[src/rtl/bias_add_pkg.sv]
// bias_add_pkg: shared constants and helpers for the bias-add stage.
//   LANES   - parallel output lanes per beat
//   DW      - signed width of each accumulator, bias and output lane
//   SAT_MAX - most positive DW-bit two's-complement value
//   SAT_MIN - most negative DW-bit two's-complement value
//   lane_slice() - extract lane i from a packed LANES*DW word
package bias_add_pkg;

  localparam int unsigned LANES = 16;
  localparam int unsigned DW    = 32;

  localparam logic [DW-1:0] SAT_MAX = {1'b0, {(DW-1){1'b1}}};
  localparam logic [DW-1:0] SAT_MIN = {1'b1, {(DW-1){1'b0}}};

  function automatic logic [DW-1:0] lane_slice(input logic [LANES*DW-1:0] word,
                                               input int unsigned         idx);
    return word[idx*DW +: DW];
  endfunction

endpackage

[src/rtl/bias_lane_sat.sv]
// bias_lane_sat: single-lane combinational signed add with saturation and
// optional ReLU.
//   acc_i     - signed accumulator lane
//   bias_i    - signed bias lane
//   relu_en_i - force negative results to zero
//   res_o     - saturated (and optionally rectified) sum
module bias_lane_sat
  import bias_add_pkg::*;
#(
  parameter int unsigned LW = DW
) (
  input  logic [LW-1:0] acc_i,
  input  logic [LW-1:0] bias_i,
  input  logic          relu_en_i,
  output logic [LW-1:0] res_o
);

  localparam logic [LW-1:0] L_MAX = {1'b0, {(LW-1){1'b1}}};
  localparam logic [LW-1:0] L_MIN = {1'b1, {(LW-1){1'b0}}};

  logic [LW:0]   sum;
  logic [LW-1:0] sat;

  always_comb begin
    sum = {acc_i[LW-1], acc_i} + {bias_i[LW-1], bias_i};
    // The two top bits of the sign-extended sum disagree only on overflow;
    // bit LW carries the true sign.
    unique case (sum[LW:LW-1])
      2'b01:   sat = L_MAX;
      2'b10:   sat = L_MIN;
      default: sat = sum[LW-1:0];
    endcase
    res_o = (relu_en_i && sat[LW-1]) ? '0 : sat;
  end

endmodule

[src/rtl/bias_add.sv]
// bias_add: pops one bias word per output-channel group from the bias FIFO
// and adds it lane-wise to every accumulator beat of that group.
//   clk_200M     - system clock
//   rst_n        - asynchronous active-low reset
//   fifo_empty   - bias FIFO empty flag
//   fifo_rd_en   - bias FIFO pop (data valid one cycle later)
//   fifo_rd_data - bias word, lane i at [i*DW +: DW]
//   acc_in_vld   - accumulator beat valid
//   acc_in_last  - last beat of the current channel group
//   acc_in       - signed accumulator lanes
//   acc_in_rdy   - beat accepted when acc_in_vld && acc_in_rdy
//   relu_en      - clamp negative results to zero, per beat
//   out_vld      - result valid, one cycle after acceptance
//   out_data     - biased, saturated result (zero when out_vld=0)
//   grp_cnt      - completed channel groups, wraps at 16 bits
//   err_underrun - sticky: a beat was offered with no bias available
module bias_add
  import bias_add_pkg::*;
(
  input  logic                clk_200M,
  input  logic                rst_n,
  input  logic                fifo_empty,
  output logic                fifo_rd_en,
  input  logic [LANES*DW-1:0] fifo_rd_data,
  input  logic                acc_in_vld,
  input  logic                acc_in_last,
  input  logic [LANES*DW-1:0] acc_in,
  output logic                acc_in_rdy,
  input  logic                relu_en,
  output logic                out_vld,
  output logic [LANES*DW-1:0] out_data,
  output logic [15:0]         grp_cnt,
  output logic                err_underrun
);

  logic [LANES*DW-1:0] cur_q, cur_d;
  logic [LANES*DW-1:0] nxt_q, nxt_d;
  logic                cur_vld_q, cur_vld_d;
  logic                nxt_vld_q, nxt_vld_d;
  logic                rd_pend_q, rd_pend_d;
  logic [15:0]         grp_cnt_q, grp_cnt_d;
  logic                err_q, err_d;
  logic                out_vld_q, out_vld_d;
  logic [LANES*DW-1:0] out_data_q, out_data_d;
  logic [LANES*DW-1:0] lane_res;

  logic accept;
  logic grp_sw;
  logic capture;

  assign accept     = acc_in_vld && cur_vld_q;
  assign grp_sw     = accept && acc_in_last;
  assign capture    = rd_pend_q;
  assign fifo_rd_en = !fifo_empty && !nxt_vld_q && !rd_pend_q;
  assign acc_in_rdy = cur_vld_q;

  for (genvar g = 0; g < LANES; g++) begin : g_lane
    bias_lane_sat #(.LW(DW)) u_lane (
      .acc_i     (acc_in[g*DW +: DW]),
      .bias_i    (cur_q[g*DW +: DW]),
      .relu_en_i (relu_en),
      .res_o     (lane_res[g*DW +: DW])
    );
  end

  always_comb begin
    cur_d      = cur_q;
    nxt_d      = nxt_q;
    cur_vld_d  = cur_vld_q;
    nxt_vld_d  = nxt_vld_q;
    rd_pend_d  = fifo_rd_en;
    grp_cnt_d  = grp_cnt_q;
    err_d      = err_q | (acc_in_vld & ~cur_vld_q);
    out_vld_d  = accept;
    out_data_d = accept ? lane_res : '0;

    if (grp_sw) begin
      grp_cnt_d = grp_cnt_q + 16'd1;
    end

    // Switch and refill share one path: whenever cur is free after this
    // edge, the prefetched word wins and any landing capture backfills nxt.
    if (grp_sw || !cur_vld_q) begin
      if (nxt_vld_q) begin
        cur_d     = nxt_q;
        cur_vld_d = 1'b1;
        nxt_vld_d = 1'b0;
        if (capture) begin
          nxt_d     = fifo_rd_data;
          nxt_vld_d = 1'b1;
        end
      end else if (capture) begin
        cur_d     = fifo_rd_data;
        cur_vld_d = 1'b1;
      end else begin
        cur_vld_d = 1'b0;
      end
    end else if (capture) begin
      nxt_d     = fifo_rd_data;
      nxt_vld_d = 1'b1;
    end
  end

  always_ff @(posedge clk_200M or negedge rst_n) begin
    if (!rst_n) begin
      cur_q      <= '0;
      nxt_q      <= '0;
      cur_vld_q  <= 1'b0;
      nxt_vld_q  <= 1'b0;
      rd_pend_q  <= 1'b0;
      grp_cnt_q  <= '0;
      err_q      <= 1'b0;
      out_vld_q  <= 1'b0;
      out_data_q <= '0;
    end else begin
      cur_q      <= cur_d;
      nxt_q      <= nxt_d;
      cur_vld_q  <= cur_vld_d;
      nxt_vld_q  <= nxt_vld_d;
      rd_pend_q  <= rd_pend_d;
      grp_cnt_q  <= grp_cnt_d;
      err_q      <= err_d;
      out_vld_q  <= out_vld_d;
      out_data_q <= out_data_d;
    end
  end

  assign out_vld      = out_vld_q;
  assign out_data     = out_data_q;
  assign grp_cnt      = grp_cnt_q;
  assign err_underrun = err_q;

endmodule

[config.mk]
export PLATFORM = sky130hd
export DESIGN_NAME = bias_add
export DESIGN_NICKNAME = d
export VERILOG_FILES = /design/src/rtl/bias_add_pkg.sv /design/src/rtl/bias_lane_sat.sv /design/src/rtl/bias_add.sv
export SDC_FILE = /design/constraint.sdc
export NUM_CORES = 2
export LEC_CHECK = 0
export ABC_AREA = 0
export BUFFER_PORTS_ARGS = -buffer_cell sky130_fd_sc_hd__buf_4
export CELL_PAD_IN_SITES_DETAIL_PLACEMENT = 1
export CELL_PAD_IN_SITES_GLOBAL_PLACEMENT = 1
export CORE_AREA = 2 2 604 606
export CTS_BUF_LIST = sky130_fd_sc_hd__clkbuf_8 sky130_fd_sc_hd__clkbuf_16
export DETAILED_ROUTE_END_ITERATION = 10
export DIE_AREA = 0 0 606 608
export PLACE_DENSITY = 0.6
export SETUP_SLACK_MARGIN = 0.15
export SLEW_MARGIN = 10
export SYNTH_ARGS = -nofsm -noshare
export SYNTH_HDL_FRONTEND = slang
export SYNTH_SLANG_ARGS = --single-unit
[constraint.sdc]
create_clock -name clk_200M -period 13.95 [get_ports clk_200M]
set_input_delay 0.6975 -clock clk_200M [delete_from_list [all_inputs] [get_ports clk_200M]]
set_output_delay 0.6975 -clock clk_200M [all_outputs]
set_load 0.01 [all_outputs]
==> flow_metrics.py <==
metrics = {
    "floorplan": {
        "start_util": 0.235,
        "ios": 1562,
        "die_w_um": 606,
        "die_area_mm2": 0.368,
        "die_height_um": 608,
        "fp-row-count": 221,
        "coreArea_mm2": 0.362,
    },
    "synthesis": {
        "synth_top_family_by_area": "compound AO/OA/AOI/OAI gates",
        "synth.top_cell.area_share": 0.458,
        "netlist_instances": 8150,
        "yosysWarnings": 0,
        "synth_ff_type": "dfrtp_1",
        "avgSynthCellArea_um2": 10.4,
        "ys_ff_latch": 1557,
        "synth_nets": 9741,
        "yosysMostFrequentCell": "dfrtp_1",
        "synth_cell_types": 106,
        "synth_compound_area_frac": 0.171,
        "synth_commonest_cells": "1557 x dfrtp_1, 1336 x a21oi_1, 750 x nor2_1",
        "synth_edf_count": 0,
        "yosys.area_share.simple": 0.0833,
        "ys_async_sr_fraction": 1.00,
        "synth_top_area_cell": "dfrtp_1",
        "synth_area_mm2": 0.0851,
        "synth_mux_area_frac": 0.131,
        "synthAdderAreaFrac": 0.0840,
        "synth.area.top_cells": "dfrtp_1 46%, ha_1 8.0%, a21oi_1 7.9%, mux2_2 6.9%, mux2i_1 6.2%",
        "synth-xor-area-share": 0.0467,
        "yosysSeqAreaShare": 0.458,
    },
    "timing": {
        "drv_slew": 0,
        "worst_slew_margin_rel": 0.158,
        "finalCriticalPeriod_ns": 6.77,
        "worst_pin_slew_ns": 1.26,
        "setup_violations": 0,
        "fmax_ghz": 0.148,
        "rsz0062_at_grt": "false",
        "hold_violations": 0,
        "setup_tns_ns": 0,
        "fin_ws_ns": 7.18,
        "fin_crit_sh": 0.485,
        "finalClockSkew_ns": 0.0764,
    },
    "global_route": {
        "track_usage": 0.210,
        "grt_pass1_wl_um": 568000,
        "grt_max_degree": 193,
        "gr-total-overflow": 0,
        "first_global_vias": 77927,
        "antenna_found_initial": 211,
    },
    "critical_path": {
        "slowest_stage": "ha_2",
        "arrival_ns": 7.46,
        "crit_chain": "ha_1 > fa_1 > a21o_1 > a211oi_1 > a22o_1 > a2bb2oi_1 > o22ai_1 > a21oi_1 > o21ai_1 > a31oi_1 > nor2b_1 > o22ai_1 > ha_2 > nand2b_1 > or4_1 > mux2_2 > nand2_1 > a21o_2 > a21oi_1",
        "path_max_fanout": 35,
        "required_ns": 14.64,
        "endpoint_kind": "flip-flop",
        "worst-setup-path-type": "reg2reg",
        "critPathMaxStageDelay_ns": 0.74,
        "start_kind": "flip-flop",
    },
    "power": {
        "p_leak_uw": 0.0520,
        "p_int_uw": 16200,
        "vdd_drop_max_mv": 0.153,
        "power_density_mw_per_mm2": 259,
        "power_frac_clock": 0.187,
        "p_comb_frac": 0.547,
        "power.share.sequential": 0.266,
        "switchingPower_uw": 13300,
        "swShare": 0.450,
    },
    "drt": {
        "drtAntennaViolNets": 0,
        "drt_first_pass_iters": 5,
        "routed_wl_um": 401000,
        "drt_iter0_drc": 3882,
        "post-route-drc-count": 0,
        "wire_per_inst_um": 26.5,
        "via_per_inst": 4.82,
        "vias": 72896,
    },
    "final_layout": {
        "fin_nets": 11655,
        "layout-drive-gt1-share": 0.254,
        "syn2layout_area_growth_pct": 33.8,
        "fill_cells": 40832,
    },
    "hold_path": {
        "min_path_type": "in2reg",
    },
    "cts": {
        "root_buffer": "clkbuf_16",
        "clockBufferDepth": 4,
        "numCtsBuffers": 197,
        "cts_tree": "done",
        "cts_htree_levels": 4,
        "clk_latency_ns": 0.91,
        "clkTransAtPathRegs_ns": 0.06,
        "cts_setup_buffers": 0,
        "cts.sinks": 1557,
        "post_cts_resized": 0,
    },
    "place": {
        "pre_cts_slack_ns": 6.48,
        "gp_congestion": 0.926,
        "numPortBuffers": 1561,
        "post-dp-hpwl_um": 317000,
    },
    "run": {
        "maxCapViolations": 0,
    },
    "status": {
        "outcome": "complete, no violations",
    },
}
area by class of cell:
cell class                      instances  area [µm²]  area share
Multi-Input combinational cell       6038       44000       0.386
Clock buffer                          238        5490      0.0483
Sequential cell                      1557       39000       0.342
Antenna cell                          110         275     0.00242
Clock inverter                        115        1370      0.0121
Timing Repair Buffer                 2110       17200       0.151
Inverter                              160         606     0.00532
Tap cell                             4794        6000      0.0527
cells in the final DEF, fill, tap and decap left out, drive strengths merged, types with 63 or more instances in the layout:
cell type    instances
nand3               89
mux2i              529
a211oi              91
diode              110
nand2              292
a31oi               68
o21ai              263
xnor2              235
inv                197
clkbuf             238
dfrtp             1557
a21oi             1339
a21o               267
dlygate4sd3        470
ha                 545
mux2               520
xor2               219
buf               1640
nor3                63
nand2b              67
nor2               750
sequential cells by signal, summed over array words and instances, names as in the netlist:
name	flops
acc_in_rdy	1
capture	1
cur_q	512
err_underrun	1
grp_cnt	16
nxt_q	512
nxt_vld_q	1
out_data	512
out_vld	1
cells by family (layout without fill, tap and decap cells):
| family | count (synthesis) | count (layout) |
|---|---|---|
| xor+xnor | 454 | 454 |
| fa+ha+maj | 562 | 562 |
| other cells | 0 | 110 |
| compound gates | 2411 | 2411 |
| flops | 1557 | 1557 |
| simple gates | 1562 | 1562 |
| mux | 1049 | 1049 |
| buf+inv | 555 | 2623 |
layer usage:
| layer | vias to the layer above | GRT usage | wire [µm] |
|---|---|---|---|
| li1 | 33316 | - | - |
| met1 | 37009 | 0.244 | 160000 |
| met2 | 1760 | 0.364 | 198000 |
| met3 | 739 | 0.0420 | 19900 |
| met4 | 72 | 0.109 | 22000 |
| met5 | - | 0 | 447 |
repair_timing:
action / CTS / global route
endpoints found under the setup margin: 0 / 0
hold buffers: 470 / 0
hold endpoints to repair: 568 / 0
worst max-delay path: cells and delay by family, from the launching register on:
kind	cells	cell delay, ns
flip-flops	1	0.40
multiplexers	1	0.29
AO/OA/AOI/OAI	11	3.69
AND/OR/NAND/NOR	4	0.75
adder cells (fa/ha/maj)	3	1.39
final timing paths:
path,startpoint,slack [ns],endpoint,cells past startpoint
max,cur_q[128],7.18,out_data[132],19
min,fifo_rd_data[237],0.10,nxt_q[237],2
max reg2reg,cur_q[128],7.18,out_data[132],19
min reg2reg,err_underrun,0.47,err_underrun,1
max in group asynchronous,rst_n,10.24,nxt_q[200],5
min in group asynchronous,rst_n,0.37,out_data[95],2
power groups by stage:
stage	sequential (µW)	clock [µW]	combinational, µW
2_1_floorplan	7600	0	10600
3_3_place_gp	7870	0	15500
3_5_place_dp	7940	0	15900
4_1_cts	7880	5680	16200
5_1_grt	8080	5840	17700
6_report	7870	5520	16200
per-stage QoR:
stage | hold slack (ns) | cell area [µm²] | cells | power [µW] | utilization
5_1_grt | 0.0350 | 114000 | 15097 | 31600 | 0.315
2_1_floorplan | 0.402 | 85100 | 8150 | 18200 | -
4_1_cts | 0.000105 | 114000 | 15011 | 29700 | 0.314
6_report | 0.104 | 114000 | 15122 | 29500 | 0.315
3_3_place_gp | 0.451 | 102000 | 14188 | 23400 | 0.282
3_5_place_dp | 0.456 | 102000 | 14188 | 23800 | 0.282
Power figures use the tool's default switching activity.
